## config.mk

```make
export PLATFORM = sky130hd
export DESIGN_NAME = draw_sequencer
export DESIGN_NICKNAME = d
export VERILOG_FILES = /design/src/rtl/draw_pkg.sv /design/src/rtl/draw_cmd_fifo.sv /design/src/rtl/draw_sequencer.sv
export SDC_FILE = /design/constraint.sdc
export NUM_CORES = 1
export LEC_CHECK = 0
export BUFFER_PORTS_ARGS = -buffer_cell sky130_fd_sc_hd__buf_2
export CORE_ASPECT_RATIO = 0.75
export CORE_MARGIN = 2
export CORE_UTILIZATION = 35
export DETAILED_ROUTE_END_ITERATION = 10
export GPL_ROUTABILITY_DRIVEN = 0
export PLACE_DENSITY_LB_ADDON = 0.15
export RECOVER_POWER = 100
export SYNTH_ARGS = -nofsm -noshare
export SYNTH_HDL_FRONTEND = slang
export SYNTH_SLANG_ARGS = --single-unit
```

## constraint.sdc

```tcl
create_clock -name clk -period 2.9 [get_ports clk]
set_input_delay 0.145 -clock clk [delete_from_list [all_inputs] [get_ports clk]]
set_output_delay 0.145 -clock clk [all_outputs]
set_load 0.02 [all_outputs]
```

## src/rtl/draw_pkg.sv

```systemverilog
// Shared types and constants for the draw command sequencer.
package draw_pkg;

  localparam logic [7:0] SCREEN_W = 8'd160;
  localparam logic [6:0] SCREEN_H = 7'd120;

  typedef enum logic [1:0] {
    SHAPE_CLEAR    = 2'd0,
    SHAPE_CIRCLE   = 2'd1,
    SHAPE_REULEAUX = 2'd2,
    SHAPE_RSVD     = 2'd3
  } shape_t;

  typedef struct packed {
    shape_t      shape;
    logic [2:0]  colour;
    logic [7:0]  x;
    logic [6:0]  y;
    logic [7:0]  size;
  } cmd_t;

  typedef enum logic [1:0] {
    ST_IDLE,
    ST_LAUNCH,
    ST_RUN,
    ST_RELEASE
  } seq_state_t;

  // Engine start vector for a shape; the reserved shape maps to no engine.
  function automatic logic [2:0] shape_onehot(input shape_t s);
    logic [2:0] oh;
    oh = '0;
    case (s)
      SHAPE_CLEAR:    oh = 3'b001;
      SHAPE_CIRCLE:   oh = 3'b010;
      SHAPE_REULEAUX: oh = 3'b100;
      default:        oh = 3'b000;
    endcase
    return oh;
  endfunction

endpackage

```

## src/rtl/draw_cmd_fifo.sv

```systemverilog
// Command queue: power-of-two depth circular buffer of cmd_t entries.
// Full is judged on the current count only, so a pop in the same cycle
// does not make room for a push.
module draw_cmd_fifo
  import draw_pkg::*;
#(
  parameter int unsigned DEPTH = 4
) (
  input  logic clk,
  input  logic rst_n,
  input  logic push_i,
  input  cmd_t data_i,
  input  logic pop_i,
  output cmd_t data_o,
  output logic full_o,
  output logic empty_o
);

  localparam int unsigned AW = (DEPTH > 1) ? $clog2(DEPTH) : 1;
  localparam logic [AW:0] DEPTH_C = (AW+1)'(DEPTH);

  cmd_t          mem_q [DEPTH];
  logic [AW-1:0] wr_ptr_q, rd_ptr_q;
  logic [AW:0]   cnt_q, cnt_d;
  logic          push_ok, pop_ok;

  assign full_o  = (cnt_q == DEPTH_C);
  assign empty_o = (cnt_q == '0);
  assign push_ok = push_i && !full_o;
  assign pop_ok  = pop_i && !empty_o;
  assign data_o  = mem_q[rd_ptr_q];

  // Occupancy next-state; simultaneous push and pop leave it unchanged.
  always_comb begin
    cnt_d = cnt_q;
    case ({push_ok, pop_ok})
      2'b10:   cnt_d = cnt_q + (AW+1)'(1);
      2'b01:   cnt_d = cnt_q - (AW+1)'(1);
      default: cnt_d = cnt_q;
    endcase
  end

  // Pointer and count registers; pointers wrap naturally at DEPTH.
  always_ff @(posedge clk) begin
    if (!rst_n) begin
      wr_ptr_q <= '0;
      rd_ptr_q <= '0;
      cnt_q    <= '0;
    end else begin
      if (push_ok) wr_ptr_q <= wr_ptr_q + AW'(1);
      if (pop_ok)  rd_ptr_q <= rd_ptr_q + AW'(1);
      cnt_q <= cnt_d;
    end
  end

  // Storage array; contents need no reset since count gates visibility.
  always_ff @(posedge clk) begin
    if (push_ok) mem_q[wr_ptr_q] <= data_i;
  end

endmodule

```

## src/rtl/draw_sequencer.sv

```systemverilog
// Draw command sequencer: queues draw commands and runs them one at a time
// on the fill / circle / reuleaux engines, muxing the active engine's pixel
// bus onto the VGA write port.
// Optional macro DRAW_SEQ_CLIP_EN suppresses plots outside the 160x120 screen.
module draw_sequencer
  import draw_pkg::*;
#(
  parameter int unsigned FIFO_DEPTH = 4
) (
  input  logic        clk,
  input  logic        rst_n,
  input  logic        cmd_valid,
  output logic        cmd_ready,
  input  logic [1:0]  cmd_shape,
  input  logic [2:0]  cmd_colour,
  input  logic [7:0]  cmd_x,
  input  logic [6:0]  cmd_y,
  input  logic [7:0]  cmd_size,
  output logic [2:0]  eng_start,
  output logic [2:0]  eng_colour,
  output logic [7:0]  eng_cx,
  output logic [6:0]  eng_cy,
  output logic [7:0]  eng_size,
  input  logic [2:0]  eng_done,
  input  logic [23:0] eng_vga_x,
  input  logic [20:0] eng_vga_y,
  input  logic [8:0]  eng_vga_colour,
  input  logic [2:0]  eng_vga_plot,
  output logic [7:0]  vga_x,
  output logic [6:0]  vga_y,
  output logic [2:0]  vga_colour,
  output logic        vga_plot,
  output logic        busy
);

  seq_state_t state_q;
  logic [1:0] sel_q;
  logic [2:0] start_q, colour_q;
  logic [7:0] cx_q, size_q;
  logic [6:0] cy_q;

  cmd_t in_cmd, head;
  logic fifo_full, fifo_empty, pop;

  logic [7:0] pix_x;
  logic [6:0] pix_y;
  logic [2:0] pix_c;
  logic       pix_plot, done_sel, on_screen;

  assign in_cmd = '{shape: shape_t'(cmd_shape), colour: cmd_colour,
                    x: cmd_x, y: cmd_y, size: cmd_size};
  assign pop    = (state_q == ST_LAUNCH);

  draw_cmd_fifo #(.DEPTH(FIFO_DEPTH)) u_fifo (
    .clk     (clk),
    .rst_n   (rst_n),
    .push_i  (cmd_valid),
    .data_i  (in_cmd),
    .pop_i   (pop),
    .data_o  (head),
    .full_o  (fifo_full),
    .empty_o (fifo_empty)
  );

  // Select the active engine's pixel bus and done bit; other engines are ignored.
  always_comb begin
    pix_x    = '0;
    pix_y    = '0;
    pix_c    = '0;
    pix_plot = 1'b0;
    done_sel = 1'b0;
    for (int unsigned i = 0; i < 3; i++) begin
      if (sel_q == 2'(i)) begin
        pix_x    = eng_vga_x[8*i +: 8];
        pix_y    = eng_vga_y[7*i +: 7];
        pix_c    = eng_vga_colour[3*i +: 3];
        pix_plot = eng_vga_plot[i];
        done_sel = eng_done[i];
      end
    end
  end

`ifdef DRAW_SEQ_CLIP_EN
  assign on_screen = (pix_x < SCREEN_W) && (pix_y < SCREEN_H);
`else
  assign on_screen = 1'b1;
`endif

  // Sequencer FSM: launch queued commands in order, hold start through RUN,
  // then wait for the engine to drop done before taking the next command.
  always_ff @(posedge clk) begin
    if (!rst_n) begin
      state_q  <= ST_IDLE;
      sel_q    <= '0;
      start_q  <= '0;
      colour_q <= '0;
      cx_q     <= '0;
      cy_q     <= '0;
      size_q   <= '0;
    end else begin
      unique case (state_q)
        ST_IDLE: begin
          if (!fifo_empty) state_q <= ST_LAUNCH;
        end
        ST_LAUNCH: begin
          sel_q    <= head.shape;
          colour_q <= head.colour;
          cx_q     <= head.x;
          cy_q     <= head.y;
          size_q   <= head.size;
          if (head.shape == SHAPE_RSVD) begin
            state_q <= ST_IDLE;
          end else begin
            start_q <= shape_onehot(head.shape);
            state_q <= ST_RUN;
          end
        end
        ST_RUN: begin
          if (done_sel) begin
            start_q <= '0;
            state_q <= ST_RELEASE;
          end
        end
        ST_RELEASE: begin
          if (!done_sel) state_q <= ST_IDLE;
        end
      endcase
    end
  end

  assign cmd_ready  = !fifo_full;
  assign busy       = (state_q != ST_IDLE) || !fifo_empty;
  assign eng_start  = start_q;
  assign eng_colour = colour_q;
  assign eng_cx     = cx_q;
  assign eng_cy     = cy_q;
  assign eng_size   = size_q;
  assign vga_x      = pix_x;
  assign vga_y      = pix_y;
  assign vga_colour = pix_c;
  assign vga_plot   = (state_q == ST_RUN) && pix_plot && on_screen;

endmodule

```

Yosys cells after proc, flatten, opt, wreduce, memory -nomap -nowiden. Memory sizes are Yosys's and may differ from the RTL's. A register that Yosys moved wholly into a read port is not among the register bits. Cells that the tools add are included.

Add/sub/neg operators: 4. Equal/unequal tests: 15. Multiplexer cells: 29. Reduce and logical (&&, ||, !) cells: 15.

Operators by type and width (number): $mux 8 (3); $mux 7 (3); $mux 3 (5); $eq 2x2->1 const B (6); $mux 2 (6); $pmux 3 s2 (2); $pmux 3 s3 (1); $eq 2x1->1 const B (4); $mux 1 (8); $ne 2x2->1 const B (4); $pmux 2 s4 (1); $logic_not 2->1 (3); $reduce_and 3->1 (2); $reduce_bool 2->1 (3); $add 2x1->2 const B (2); $add 3x1->3 const B (1); $eq 3x3->1 const B (1); $logic_and 1x1->1 (3); $logic_not 3->1 (1); $sub 3x1->3 const B (1); $logic_not 1->1 (2); $logic_or 1x1->1 (1).

Register bits after elaboration: 40. RAM bits: 112. Input port bits: 91. Output and inout port bits: 50. Word-level logic and storage cells: 74. Memories: 1.

Memory list: u_fifo.mem_q (depth 4, width 28, rd ports 1, clocked after Yosys merged registers in 1, write ports 1, line draw_cmd_fifo.sv:22) `cmd_t mem_q [DEPTH];`.

Logic depth before layout (Yosys ltp).
Depth in word-level cells: 6. Depth in mapped cells: 9. Depth with buffers taken out: 9.

Cells and area by module. From an unflattened synthesis, not the netlist that was laid out.

Cells, all modules: 422. Area, all modules: 6263.5 um^2.

Modules (own cells, without submodules): draw_cmd_fifo (times used 1, cells an instance 200, area each 4554.4 um^2, sequential area each 3543.4 um^2); draw_sequencer (times used 1, cells an instance 222, area each 1709.1 um^2, sequential area each 660.6 um^2).

Least setup slack after synthesis. Ideal clock, no wire load.

Path type: flip-flop to flip-flop. Start: reg u_fifo.cnt_q[0]. End: reg u_fifo.cnt_q[2]. Setup time: 70 ps. Data arrival time: 2352 ps. Path slack: 477 ps. Stages on the path, launching flop included: 10. Path buffers: 0. Period minus slack after synthesis: 2423 ps. Path through: dfxtp_1 > or3b_1 > and2_1 > inv_1 > ha_1 > inv_1 > fa_1 > xor2_1 > or3_1 > a21oi_1.

Word-level cells in the longest chain between the ends: 5.

RTL lines: start: declaration (line draw_cmd_fifo.sv:24) `logic [AW:0] cnt_q, cnt_d;`; start signal: assignment (line draw_cmd_fifo.sv:52) `cnt_q <= cnt_d;`; $eq 3x3->1 (*) (line draw_cmd_fifo.sv:27) `assign full_o = (cnt_q == DEPTH_C);`; $logic_not 1->1 (*); via cmd_ready (line draw_sequencer.sv:13) `output logic cmd_ready,`; $logic_and 1x1->1 (*) (line draw_cmd_fifo.sv:29) `assign push_ok = push_i && !full_o;`; $eq 2x1->1 or $eq 2x2->1 (tied branches) (line draw_cmd_fifo.sv:36) `case ({push_ok, pop_ok})`; $pmux 3 s2 or $reduce_bool 2->1 (tied branches).

The timed path passes the listed nets; every way through them passes the cells marked *. A chain may end at the register's enable or synchronous reset.

Worst setup path after layout.
Start: reg u_fifo.cnt_q[2]. End: reg u_fifo.cnt_q[2].

Word-level cells in the longest chain between the ends: 5.

RTL lines (line): $eq 3x3->1 or $logic_not 3->1 (tied branches) (draw_cmd_fifo.sv:27, draw_cmd_fifo.sv:28); $logic_not 1->1 (on tied branches) (draw_cmd_fifo.sv:29, draw_cmd_fifo.sv:30); $logic_and 1x1->1 (on tied branches) (draw_cmd_fifo.sv:29, draw_cmd_fifo.sv:30); $eq 2x1->1 or $eq 2x2->1 (tied branches) (draw_cmd_fifo.sv:36); $pmux 3 s2 or $reduce_bool 2->1 (tied branches).

Parallel ways exist; a longest one is shown, timed or not.

==> flow_metrics.env <==
export IMPL_result_of_the_run="finished with violations"
export IMPL_failed_checks="capacitance limit, slew limit"
export IMPL_cts_buffer_depth=2
export IMPL_drtIter0Drc=184
export IMPL_initial_utilization_pct=36.00
export IMPL_synth_nets=513
export IMPL_drtAntennaViolNets=0
export IMPL_yosys_mux_area_fraction_pct=13.61
export IMPL_use_met1_pct=18.49
export IMPL_timing_max_cap_violations=2
export IMPL_cp_arrival_ns=2.97
export IMPL_synth_sequential_area_ratio_pct=68.78
export IMPL_avgSynthCellArea_um2=14.69
export IMPL_clock_fmax_ghz=0.3814
export IMPL_netSwitchingPower_mw=2.094
export IMPL_timing_final_max_slew_violations=58
export IMPL_total_nets_final=686
export IMPL_cp_start_kind="register"
export IMPL_synth_xor_area_share_pct=0.7165
export IMPL_crit_path_max_incr_delay_ns=0.44
export IMPL_worst_r2r_setup_slack_ns=0.28
export IMPL_route_final_wire_length_mm=13.62
export IMPL_power_switching_fraction_pct=31.34
export IMPL_global_route_overflow_total=0
export IMPL_finalCriticalPeriod_ns=2.622
export IMPL_synth_compound_gate_area_share_pct=5.322
export IMPL_antennaDiodeCount=0
export IMPL_cts_setup_buffers=0
export IMPL_synth_simple_area_share_pct=7.718
export IMPL_synthesis_instances=416
export IMPL_groute_layer_met3_usage_pct=5.281
export IMPL_crit_path_end_kind="register"
export IMPL_cp_slowest_cell="sky130_fd_sc_hd__or3b_1"
export IMPL_post_route_drc_count=0
export IMPL_clock_root_buffer="sky130_fd_sc_hd__clkbuf_16"
export IMPL_flow_area_growth_from_synthesis_pct=28.29
export IMPL_die_w_um=156.6
export IMPL_antenna_found_initial=0
export IMPL_clock_sink_count=154
export IMPL_vert_die_dim_um=118.4
export IMPL_largest_family_of_logic_cells_by_synthesized_area="multiplexers"
export IMPL_worstSetupPathType="reg2reg"
export IMPL_yosysTopAreaCellShare_pct=55.03
export IMPL_globalRouteTotalUtil_pct=15.38
export IMPL_least_margin_pin_slew_ns=1.616
export IMPL_vias_per_cell=4.691
export IMPL_floorplan_die_area_um2=18550
export IMPL_worst_hold_slack_ns=0.03080
export IMPL_finalClockSkew_ns=0.007502
export IMPL_cts_tree="yes"
export IMPL_coreArea_um2=16980
export IMPL_global_route_wire_length_before_repair_mm=21.05
export IMPL_holdCritPathClass="in2reg"
export IMPL_path_cells="or3b_1 > and2_0 > inv_1 > ha_1 > inv_1 > fa_1 > xor2_1 > or3_1 > a21oi_1"
export IMPL_crit_path_frequent_cell="sky130_fd_sc_hd__inv_1"
export IMPL_share_clk_of_total_power_pct=33.1
export IMPL_placed_area_um2=7072
export IMPL_mostFrequentLayoutCells="sky130_fd_sc_hd__edfxtp_1, sky130_fd_sc_hd__nand2_1, sky130_fd_sc_hd__clkbuf_1, sky130_fd_sc_hd__buf_2, sky130_fd_sc_hd__dfxtp_1"
export IMPL_drive_above_1_share_pct=21.76
export IMPL_placement_io_buffers=140
export IMPL_hold_violation_count_in_the_final_report=0
export IMPL_max_h_tree_level=4
export IMPL_detailedRoute_firstPassIterationCount=4
export IMPL_static_leakage_power_nw=2.670
export IMPL_first_global_vias=4034
export IMPL_internal_power_mw=4.588
export IMPL_synth_top_area_cells="sky130_fd_sc_hd__edfxtp_1, sky130_fd_sc_hd__dfxtp_1, sky130_fd_sc_hd__mux4_2"
export IMPL_power_per_cell_area_nw_per_um2=852.2
export IMPL_cts_buffers=17
export IMPL_pin_count=141
export IMPL_synth_top_cell_by_area="sky130_fd_sc_hd__edfxtp_1"
export IMPL_final_common_cell="sky130_fd_sc_hd__edfxtp_1"
export IMPL_syn_cell_area_um2=6112
export IMPL_via_count=3931
export IMPL_relative_contribution_of_sequential_cells_to_total_power_pct=42.4
export IMPL_share_of_total_power_in_combinational_logic_pct=24.5
export IMPL_grt_busiest_layer="met2"
export IMPL_num_rows=41
export IMPL_crit_required_ns=3.24
export IMPL_layout_worst_path_cycle_share_pct=90.40
export IMPL_grt_max_degree=38
export IMPL_tns_ns=0
export IMPL_cts_hold_repair_buffers=28
export IMPL_synth_seq_cells=154
export IMPL_setup_viol=0
export IMPL_timing_critical_path_fanout_max=6
export IMPL_cts_resized=0
export IMPL_synth_adder_area_share_pct=1.351
export IMPL_clkSlewWorstSetupHoldPaths_ns=0.06
export IMPL_design_area_um2=7841
export IMPL_synth_cell_types=35
export IMPL_gr_usage_met2_pct=25.83
export IMPL_insertion_delay_ns=0.42
export IMPL_worst_slew_margin_relative_to_its_limit_pct=-7.708
export IMPL_power_ir_vdd_worst_uv=514.1
export IMPL_grt_setup_unrepaired="false"
export IMPL_synth_warning_count=0
export IMPL_average_wire_per_standard_cell_um=16.25
export IMPL_place_hpwl_mm=8.689
==> state kept, by name, indices dropped and copies added, names as in the netlist, named ones only <==
name             flops
eng_colour           3
sel_q                2
eng_start            3
state_q              1
u_fifo.cnt_q         3
u_fifo.mem_q       112
eng_cy               7
eng_cx               8
u_fifo.wr_ptr_q      2
u_fifo.rd_ptr_q      2
eng_size             8
==> metal layers <==
layer  vias to the layer above  share of wire (%)
met5                         -                  0
met4                         0               0.76
met3                         8                6.6
met2                       132                 49
met1                      1899                 44
li1                       1892                  -
==> worst max-delay path, delay by kind of cell (launching register included) <==
kind | cells | cell delay [ns]
and+or+nand+nor | 3 | 1.01
adders and majority gates | 2 | 0.64
AOI/OAI and AO/OA | 1 | 0.17
DFF | 1 | 0.38
xor gates and xnor gates | 1 | 0.17
buffers and inverters | 2 | 0.17
==> kinds of logic after synthesis <==
| group | after synthesis |
|---|---|
| AO/OA/AOI/OAI | 60 |
| adder cells (fa/ha/maj) | 6 |
| buffers and inverters | 32 |
| AND/OR/NAND/NOR | 112 |
| flip-flops | 154 |
| multiplexers | 47 |
| XOR/XNOR | 5 |
==> metrics by stage <==
| step | total power [mW] | setup WS, ns | util, % | std cells |
|---|---|---|---|---|
| 2_1_floorplan | 3.995 | 0.4774 | - | 416 |
| 3_3_place_gp | 4.552 | 0.5286 | 41.65 | 778 |
| 3_5_place_dp | 4.597 | 0.3686 | 41.65 | 778 |
| 4_1_cts | 6.853 | 0.3345 | 46.86 | 838 |
| 5_1_grt | 7.063 | 0.1037 | 46.18 | 838 |
| 6_report | 6.682 | 0.2784 | 46.18 | 838 |
==> cells in the mapped netlist (all sizes together) <==
| library cell | n |
|---|---|
| edfxtp | 112 |
| a32oi | 1 |
| nor3 | 1 |
| a32o | 2 |
| mux4 | 28 |
| buf | 13 |
| and3b | 1 |
| a31o | 1 |
| a31oi | 1 |
| fa | 1 |
| nand2 | 82 |
| nor2 | 12 |
| nand2b | 1 |
| or3 | 2 |
| inv | 8 |
| a21boi | 1 |
| dfxtp | 42 |
| o21ai | 22 |
| clkbuf | 11 |
| mux2i | 19 |
| or3b | 1 |
| a211o | 1 |
| nor2b | 4 |
| and2 | 2 |
| a21oi | 31 |
| and3 | 4 |
| xor2 | 3 |
| xnor2 | 2 |
| nand3 | 2 |
| ha | 5 |
==> final timing paths <==
kind	from	endpoint	cells past startpoint
max	u_fifo.cnt_q[2]	u_fifo.cnt_q[2]	9
max reg2reg	u_fifo.cnt_q[2]	u_fifo.cnt_q[2]	9
min reg2reg	eng_cx[6]	eng_cx[6]	2
min	rst_n	register	3
==> power by group through the flow <==
| stage | clock [mW] | sequential [mW] | combinational (mW) |
|---|---|---|---|
| after global routing | 2.38 | 2.87 | 1.81 |
| after global placement | 0 | 2.86 | 1.69 |
| after floorplan | 0 | 2.93 | 1.07 |
| after detailed placement | 0 | 2.88 | 1.72 |
| after CTS | 2.27 | 2.83 | 1.75 |
| final | 2.21 | 2.83 | 1.63 |
==> layout make-up <==
class / count / area, um^2
clock buffer: 21 / 504.2
sequential: 154 / 4205
tap: 236 / 295.3
multi-input combinational: 230 / 1755
clock inverter: 11 / 101.3
fill: 1556 / 9139
inverter: 8 / 30.03
timing repair buffer: 178 / 949.7
(Power assumes the default switching activity.)
